### src/rtl/alu_cmd_issuer.sv
// Command-side master for the clocked ALU: buffers (func, A, B) commands, issues them one at a time,
// screens illegal funcs and divide-by-zero, returns result/flags in order. Optional counters: ALU_ISSUER_STATS_EN.
module alu_cmd_issuer #(
   parameter int N     = 16,
   parameter int DEPTH = 4,
   parameter int LAT   = 1
) (
   input  logic         clk,
   input  logic         rst,
   input  logic         cmd_valid,
   output logic         cmd_ready,
   input  logic [3:0]   cmd_func,
   input  logic [N-1:0] cmd_a,
   input  logic [N-1:0] cmd_b,
   output logic [3:0]   alu_func,
   output logic [N-1:0] alu_a,
   output logic [N-1:0] alu_b,
   input  logic [N-1:0] alu_out,
   input  logic [4:0]   alu_flags,
   output logic         rsp_valid,
   input  logic         rsp_ready,
   output logic [N-1:0] rsp_data,
   output logic [4:0]   rsp_flags,
   output logic         rsp_err,
   output logic         busy
`ifdef ALU_ISSUER_STATS_EN
   ,
   output logic [15:0]  stat_issued,
   output logic [15:0]  stat_errors
`endif
);

   // Handshake rule for both ports: a transfer happens on the rising edge where valid and ready are both high;
   // the producer holds its payload stable while valid is high and ready is low.

   localparam int AW = $clog2(DEPTH);
   localparam int PW = AW + 1;
   localparam int CW = $clog2(LAT + 1);
   localparam int EW = 4 + 2 * N;

   typedef enum logic [1:0] {
      IDLE = 2'd0,
      WAIT = 2'd1,
      RESP = 2'd2
   } state_t;

   state_t state, state_n;

   logic [EW-1:0] mem [DEPTH];
   logic [PW-1:0] wr_ptr, rd_ptr;
   logic          fifo_empty, fifo_full;
   logic          push, pop;
   logic          ready_en;
   logic [EW-1:0] head;
   logic [3:0]    head_func;
   logic [N-1:0]  head_a, head_b;
   logic          head_bad;

   logic [CW-1:0] cnt, cnt_n;
   logic [3:0]    alu_func_n;
   logic [N-1:0]  alu_a_n, alu_b_n;
   logic [N-1:0]  rsp_data_n;
   logic [4:0]    rsp_flags_n;
   logic          rsp_err_n;

   // Extra pointer bit distinguishes full from empty when the index bits match.
   assign fifo_empty = (wr_ptr == rd_ptr);
   assign fifo_full  = (wr_ptr[AW] != rd_ptr[AW]) && (wr_ptr[AW-1:0] == rd_ptr[AW-1:0]);

   // ready_en keeps cmd_ready low through the first cycle after reset release.
   assign cmd_ready = ready_en & ~fifo_full;
   assign push      = cmd_valid & cmd_ready;
   assign pop       = (state == IDLE) & ~fifo_empty;

   assign head                      = mem[rd_ptr[AW-1:0]];
   assign {head_func, head_a, head_b} = head;
   assign head_bad = (head_func[3:1] == 3'b111) || ((head_func == 4'b0011) && (head_b == '0));

   assign rsp_valid = (state == RESP);
   assign busy      = (state != IDLE) | ~fifo_empty;

   always_ff @(posedge clk) begin
      if (push) begin
         mem[wr_ptr[AW-1:0]] <= {cmd_func, cmd_a, cmd_b};
      end
   end

   always_ff @(posedge clk or posedge rst) begin
      if (rst) begin
         wr_ptr   <= '0;
         rd_ptr   <= '0;
         ready_en <= 1'b0;
      end else begin
         ready_en <= 1'b1;
         if (push) wr_ptr <= wr_ptr + PW'(1);
         if (pop)  rd_ptr <= rd_ptr + PW'(1);
      end
   end

   always_comb begin
      state_n     = state;
      cnt_n       = cnt;
      alu_func_n  = alu_func;
      alu_a_n     = alu_a;
      alu_b_n     = alu_b;
      rsp_data_n  = rsp_data;
      rsp_flags_n = rsp_flags;
      rsp_err_n   = rsp_err;
      case (state)
         IDLE: begin
            if (!fifo_empty) begin
               if (head_bad) begin
                  // Rejected commands never touch the ALU drive registers.
                  rsp_data_n  = '0;
                  rsp_flags_n = '0;
                  rsp_err_n   = 1'b1;
                  state_n     = RESP;
               end else begin
                  alu_func_n = head_func;
                  alu_a_n    = head_a;
                  alu_b_n    = head_b;
                  cnt_n      = CW'(LAT);
                  state_n    = WAIT;
               end
            end
         end
         WAIT: begin
            cnt_n = cnt - CW'(1);
            if (cnt == CW'(1)) begin
               rsp_data_n  = alu_out;
               rsp_flags_n = alu_flags;
               rsp_err_n   = 1'b0;
               state_n     = RESP;
            end
         end
         RESP: begin
            if (rsp_ready) state_n = IDLE;
         end
         default: state_n = IDLE;
      endcase
   end

   always_ff @(posedge clk or posedge rst) begin
      if (rst) begin
         state     <= IDLE;
         cnt       <= '0;
         alu_func  <= '0;
         alu_a     <= '0;
         alu_b     <= '0;
         rsp_data  <= '0;
         rsp_flags <= '0;
         rsp_err   <= 1'b0;
      end else begin
         state     <= state_n;
         cnt       <= cnt_n;
         alu_func  <= alu_func_n;
         alu_a     <= alu_a_n;
         alu_b     <= alu_b_n;
         rsp_data  <= rsp_data_n;
         rsp_flags <= rsp_flags_n;
         rsp_err   <= rsp_err_n;
      end
   end

`ifdef ALU_ISSUER_STATS_EN
   always_ff @(posedge clk or posedge rst) begin
      if (rst) begin
         stat_issued <= '0;
         stat_errors <= '0;
      end else if (pop) begin
         if (head_bad) begin
            if (stat_errors != 16'hFFFF) stat_errors <= stat_errors + 16'd1;
         end else begin
            if (stat_issued != 16'hFFFF) stat_issued <= stat_issued + 16'd1;
         end
      end
   end
`endif

endmodule
### config.mk
export PLATFORM = sky130hd
export DESIGN_NAME = alu_cmd_issuer
export DESIGN_NICKNAME = d
export VERILOG_FILES = /design/src/rtl/alu_cmd_issuer.sv
export SDC_FILE = /design/constraint.sdc
export NUM_CORES = 1
export LEC_CHECK = 0
export ABC_AREA = 1
export CAP_MARGIN = 10
export CORE_ASPECT_RATIO = 0.5
export CORE_UTILIZATION = 35
export CTS_BUF_LIST = sky130_fd_sc_hd__clkbuf_4 sky130_fd_sc_hd__clkbuf_8 sky130_fd_sc_hd__clkbuf_16
export DETAILED_ROUTE_END_ITERATION = 8
export GPL_ROUTABILITY_DRIVEN = 0
export HOLD_SLACK_MARGIN = 0.05
export PLACE_DENSITY = 0.58
export RECOVER_POWER = 25
export SYNTH_ARGS = -nofsm -noshare
export SYNTH_HDL_FRONTEND = slang
export SYNTH_SLANG_ARGS = --single-unit
### constraint.sdc
create_clock -name clk -period 2.9 [get_ports clk]
set_clock_uncertainty 0.1 [all_clocks]
set_input_delay 0.435 -clock clk [delete_from_list [all_inputs] [get_ports clk]]
set_output_delay 0.435 -clock clk [all_outputs]
set_load 0.02 [all_outputs]
Word-level counts from Yosys, hierarchy flattened:

Memories as Yosys holds them, arrays and structs flattened.
Index checks and enable logic that the tools add are counted.

* input port bits: 61
* output and inout port bits: 61
* word-level logic and storage cells: 67
* flip-flop bits (word level): 68
* RAM bits: 144
* memories kept: 1

* bitwise gates (word level): 7
* mux-type cells: 22
* add/sub/neg operators: 3
* reductions and logical operators: 11
* equality and inequality tests: 12

Memories
* mem: words 4, width 36, rd ports 1, clocked after memory_dff 0, write ports 1, line 49 `logic [EW-1:0] mem [DEPTH];`

Operators with widths (number)
* $mux W16: 3
* $pmux W16 S2: 1
* $logic_not A16 Y1: 1
* $mux W5: 3
* $pmux W5 S2: 1
* $reduce_and A3 Y1: 3
* $mux W2: 4
* $ne A2 B2 Y1 const B: 4
* $mux W1: 7
* $add A3 B1 Y3 const B: 2
* $pmux W2 S3: 1
* $eq A4 B2 Y1 const B: 1
* $pmux W1 S2: 2
* $reduce_and A4 Y1: 1
* $reduce_bool A2 Y1: 2
* $and A1 B1 Y1: 3
* $eq A3 B3 Y1: 1
* $eq A3 B3 Y1 const B: 1
* $not A1 Y1: 3
* $eq A2 B1 Y1 const B: 1
* $eq A2 B2 Y1: 1
* $eq A2 B2 Y1 const B: 1
* $logic_and A1 B1 Y1: 2
* $logic_not A2 Y1: 1
* other kinds (5): 5

Logic depth before layout (Yosys ltp):

* word-level depth: 7
* mapped depth: 17
* gate-level depth less buffers: 13

Worst setup path after synthesis:

Ideal clock, no wire load.

* path type: flip-flop to flip-flop
* from: reg rd_ptr[1]
* to: mem mem[3][0] (netlist name), enable pin
* cell stages (with the launch flop): 8
* required time: 2368 ps
* setup time: 432 ps
* path slack: -404 ps
* data arrival time: 2772 ps
* path buffers: 1
* cells stage by stage: dfrtp_1 -> buf_2 -> xnor2_1 -> nand3_1 -> nand2_1 -> inv_1 -> nand2_1 -> nor2_1

* word-level cells in the longest chain between the ends: 7

RTL lines
* start, declared: line 50 `logic [PW-1:0] wr_ptr, rd_ptr;`
* start signal, assigned: line 96 `if (pop) rd_ptr <= rd_ptr + PW'(1);`
* $eq A2 B2 Y1: line 68 `assign fifo_full = (wr_ptr[AW] != rd_ptr[AW]) && (wr_ptr[AW-1:0] == rd_ptr[AW-1:0]);`
* $logic_and A1 B1 Y1: line 68
* $not A1 Y1: line 71 `assign cmd_ready = ready_en & ~fifo_full;`
* $and A1 B1 Y1: line 71
* via cmd_ready: line 11 `output logic cmd_ready,`
* $and A1 B1 Y1: line 72 `assign push = cmd_valid & cmd_ready;`
* $mux W1: line 83 `if (push) begin`
* $mux W1 (implied by the code): line 84 `mem[wr_ptr[AW-1:0]] <= {cmd_func, cmd_a, cmd_b};`
* end, declared: line 49

The timed path passes the listed nets, and every way through them passes these cells.

Worst setup path after layout:

* from: reg rd_ptr[0]
* to: out cmd_ready

* word-level cells in the longest chain between the ends: 4

RTL lines (line)
* $eq A2 B2 Y1: 68
* $logic_and A1 B1 Y1: 68
* $not A1 Y1: 71
* $and A1 B1 Y1: 71
* end, declared: 11

Every way passes these cells.

==> impl_results.md <==
- VDD IR-drop max: 706 uV
- Max H-tree Level: 1
- First-pass GRT wire length: 28.5 mm
- Share of cells above drive strength 1: 7.79%
- Psw: 4.31 mW
- Initial DRC count: 443
- Number of flops mapped to enable cells by yosys: 144
- Congestion Overflow GR: 0
- Area Growth Syn to Fin: 27.6%
- Worst Path Max Fanout: 73
- Max Cap Viol: 0
- Max_slew headroom: 59.7%
- Leakage: 4.16 nW
- Critical-path top delay cell: clkdlybuf4s50_1
- Post-synthesis async set-or-reset flop share: 32.1%
- Worst EP arrival: 2.19 ns
- Ports: 122
- Worst hold slack: 0.205 ns
- Combinational Power Share: 39.8%
- Prevailing post-synth register cell: edfxtp_1
- Synth unique cells: 26
- Core footprint: 0.0230 mm2
- Type of origin of the critical path: flop
- Post-synth top cells: 243 x nand2_1, 144 x edfxtp_1, 68 x dfrtp_1
- Top-area cell type share of the netlist area: 52.3%
- Antenna Nets Post-Route: 0
- Pre-antenna DRT Iters: 4
- Fin nets: 885
- Largest net degree at the start of global routing: 74
- Status: completed
- Die X: 219 um
- Worst EP required: 2.37 ns
- Die height: 111 um
- Crit share post-route: 94.0%
- Longest Clk Path Bufs: 3
- Yosys reg bits: 212
- Cells after Synth: 693
- Final WL: 18.0 mm
- Via/cell ratio: 4.73
- Total CTS buffers: 21
- Fin crit period: 2.73 ns
- Worst hold path type: in2async
- Clock-pin slew on the worst setup and hold paths: 0.06 ns
- Syn Nets: 759
- Final worst slack: 0.173 ns
- Switching part of the total power: 37.4%
- Worst-Margin Slew: 0.604 ns
- Seq/Total Area, Yosys: 72.9%
- Total Routing Usage GR: 14.9%
- Initial antenna violation count: 0
- Clock group share of total power: 22.9%
- Starting Density: 36.0%
- Dpl ws: 0.393 ns
- Fmax: 367 MHz
- Site row count: 39
- CP bufs+invs: 3
- CTS sink cnt: 212
- Average wire per standard cell: 15.7 um
- Antenna cells: 0
- Via count of the first global-routing pass: 5208
- Count of port buffers added during placement: 121
- Synth area leaders: edfxtp_1 52%, dfrtp_1 21%, nand2_1 11%, nand3_1 3.8%, a32o_1 1.9%
- Fin. Hold Viols: 0
- Postcts setup bufs: 0
- Full die area: 0.0243 mm2
- RSZ-0062 raised after global routing: false
- Cell family with most CP delay: buffers and inverters
- Synth Warn #: 0
- Register share of total power: 37.3%
- Max Slew Vio Count: 0
- Final setup fails: 0
- Post-layout util: 45.9%
- DP HPWL: 11.5 mm
- DR vias: 5400
- CP peak stage delay: 0.60 ns
- CP cell instances: buf_16 -> xnor2_2 -> nand3_1 -> nand2_1 -> inv_1 -> clkdlybuf4s50_1
- Synth Area per Inst: 11.9 um2
- TritonCTS clock tree: done
- WS Path Type: reg2out
- P per Cell Area: 1090 mW/mm2
- Placed cells: 1103
- Count of non-filler cells in the finished layout: 1141
- Worst-skew pair later-pin latency: 0.50 ns
- Post-Syn Area: 0.00826 mm2
- # DRC: 0
- Pint: 7.22 mW
- Most frequent cell after synthesis: nand2_1
- Critical Path End Type: output port
- Synth area leader: edfxtp_1
- Root Buffer: clkbuf_16
[through the flow]
step | setup TNS (ns) | total power, mW | cell area, um2
final | 0 | 11.5 | 10500
after global routing | 0 | 12.3 | 10500
after CTS | 0 | 11.7 | 10500
after detailed placement | 0 | 8.99 | 9850
after global placement | 0 | 8.90 | 9850
after floorplan | -39.09 | 7.36 | 8270
[repair_timing]
action,CTS,global route
gates resized for setup,0,3
setup endpoints to repair,0,1
hold buffers,0,0
[layout by cell type, fill, tap and decap left out, drive strengths merged, types with 4 or more instances in the layout]
cell           netlist  final
nand2              243    243
edfxtp             144    144
clkdlybuf4s50        0     89
dfrtp               68     68
nand3               63     63
o21ai               39     39
dlygate4sd3          0     31
clkbuf              12     28
inv                 24     26
nor2                21     21
a21oi               19     19
buf                 25     19
a32o                16     16
clkinv               0      7
ha                   5      5
xor2                 4      4
[metal layers]
metal | routed length, um | global-route usage (%)
met4 | 247 | 3.38
met2 | 8760 | 24.0
met1 | 8250 | 21.0
met5 | 0 | 0
met3 | 704 | 2.80
[worst reg2reg max path, cell delays in order (launching register included)]
cell,delay [ns]
dfrtp_2,0.44
inv_2,0.44
buf_4,0.29
nand2_1,0.07
nand3_1,0.07
nand2_1,0.10
nand2_1,0.08
nor2_1,0.04
nand2_1,0.05
nor2_1,0.04
nand2_1,0.09
nand3_1,0.14
nand2_1,0.10
buf_4,0.26
nand2_1,0.10
nand2_1,0.06
[state kept, by name, indices dropped and copies added, names as in the netlist, 3 cells and up]
| register | flops |
|---|---|
| mem | 144 |
| wr_ptr | 3 |
| rsp_flags | 5 |
| alu_func | 4 |
| alu_a | 16 |
| rsp_data | 16 |
| rd_ptr | 3 |
| alu_b | 16 |
[path summary, 6_finish.rpt]
check / cells past startpoint / end / slack (ns) / start
worst max-delay path: 6 / cmd_ready / 0.17 / rd_ptr[0]
worst min-delay path: 2 / alu_b[9] / 0.21 / rst
worst max register to register: 15 / rsp_data[10] / 0.36 / rd_ptr[0]
worst min register to register: 2 / rsp_data[14] / 0.37 / rsp_data[14]
max in group asynchronous: 3 / rsp_flags[0] / 1.87 / rst
min in group clk: 2 / rsp_data[14] / 0.37 / rsp_data[14]
[power groups by stage]
stage	Combinational, mW	Clock, mW	Sequential [mW]
2_1_floorplan	2.62	0	4.74
3_3_place_gp	4.56	0	4.34
3_5_place_dp	4.64	0	4.36
4_1_cts	4.65	2.73	4.30
5_1_grt	5.08	2.85	4.37
6_report	4.59	2.65	4.30
[final cells by class]
| class | count | area (um2) |
|---|---|---|
| fillers | 2079 | 12400 |
| flip-flops and latches | 212 | 6030 |
| multi-input cells | 420 | 1960 |
| repair buffers | 140 | 1400 |
| clock buffers | 28 | 584 |
| well taps | 307 | 384 |
| clock inverters | 10 | 91.3 |
| inverters | 24 | 91.3 |
[logic make-up (layout without fill, tap and decap cells)]
group,Yosys count,after routing,synth area share [%]
adder cells (fa/ha/maj),5,5,0.757
other,1,1,0.0454
flip-flops,212,212,72.9
XOR/XNOR,7,7,0.742
AO/OA/AOI/OAI,75,75,5.54
AND/OR/NAND/NOR,332,332,16.2
buffers and inverters,61,202,3.79
No activity file was read; power rests on OpenSTA's default activity.
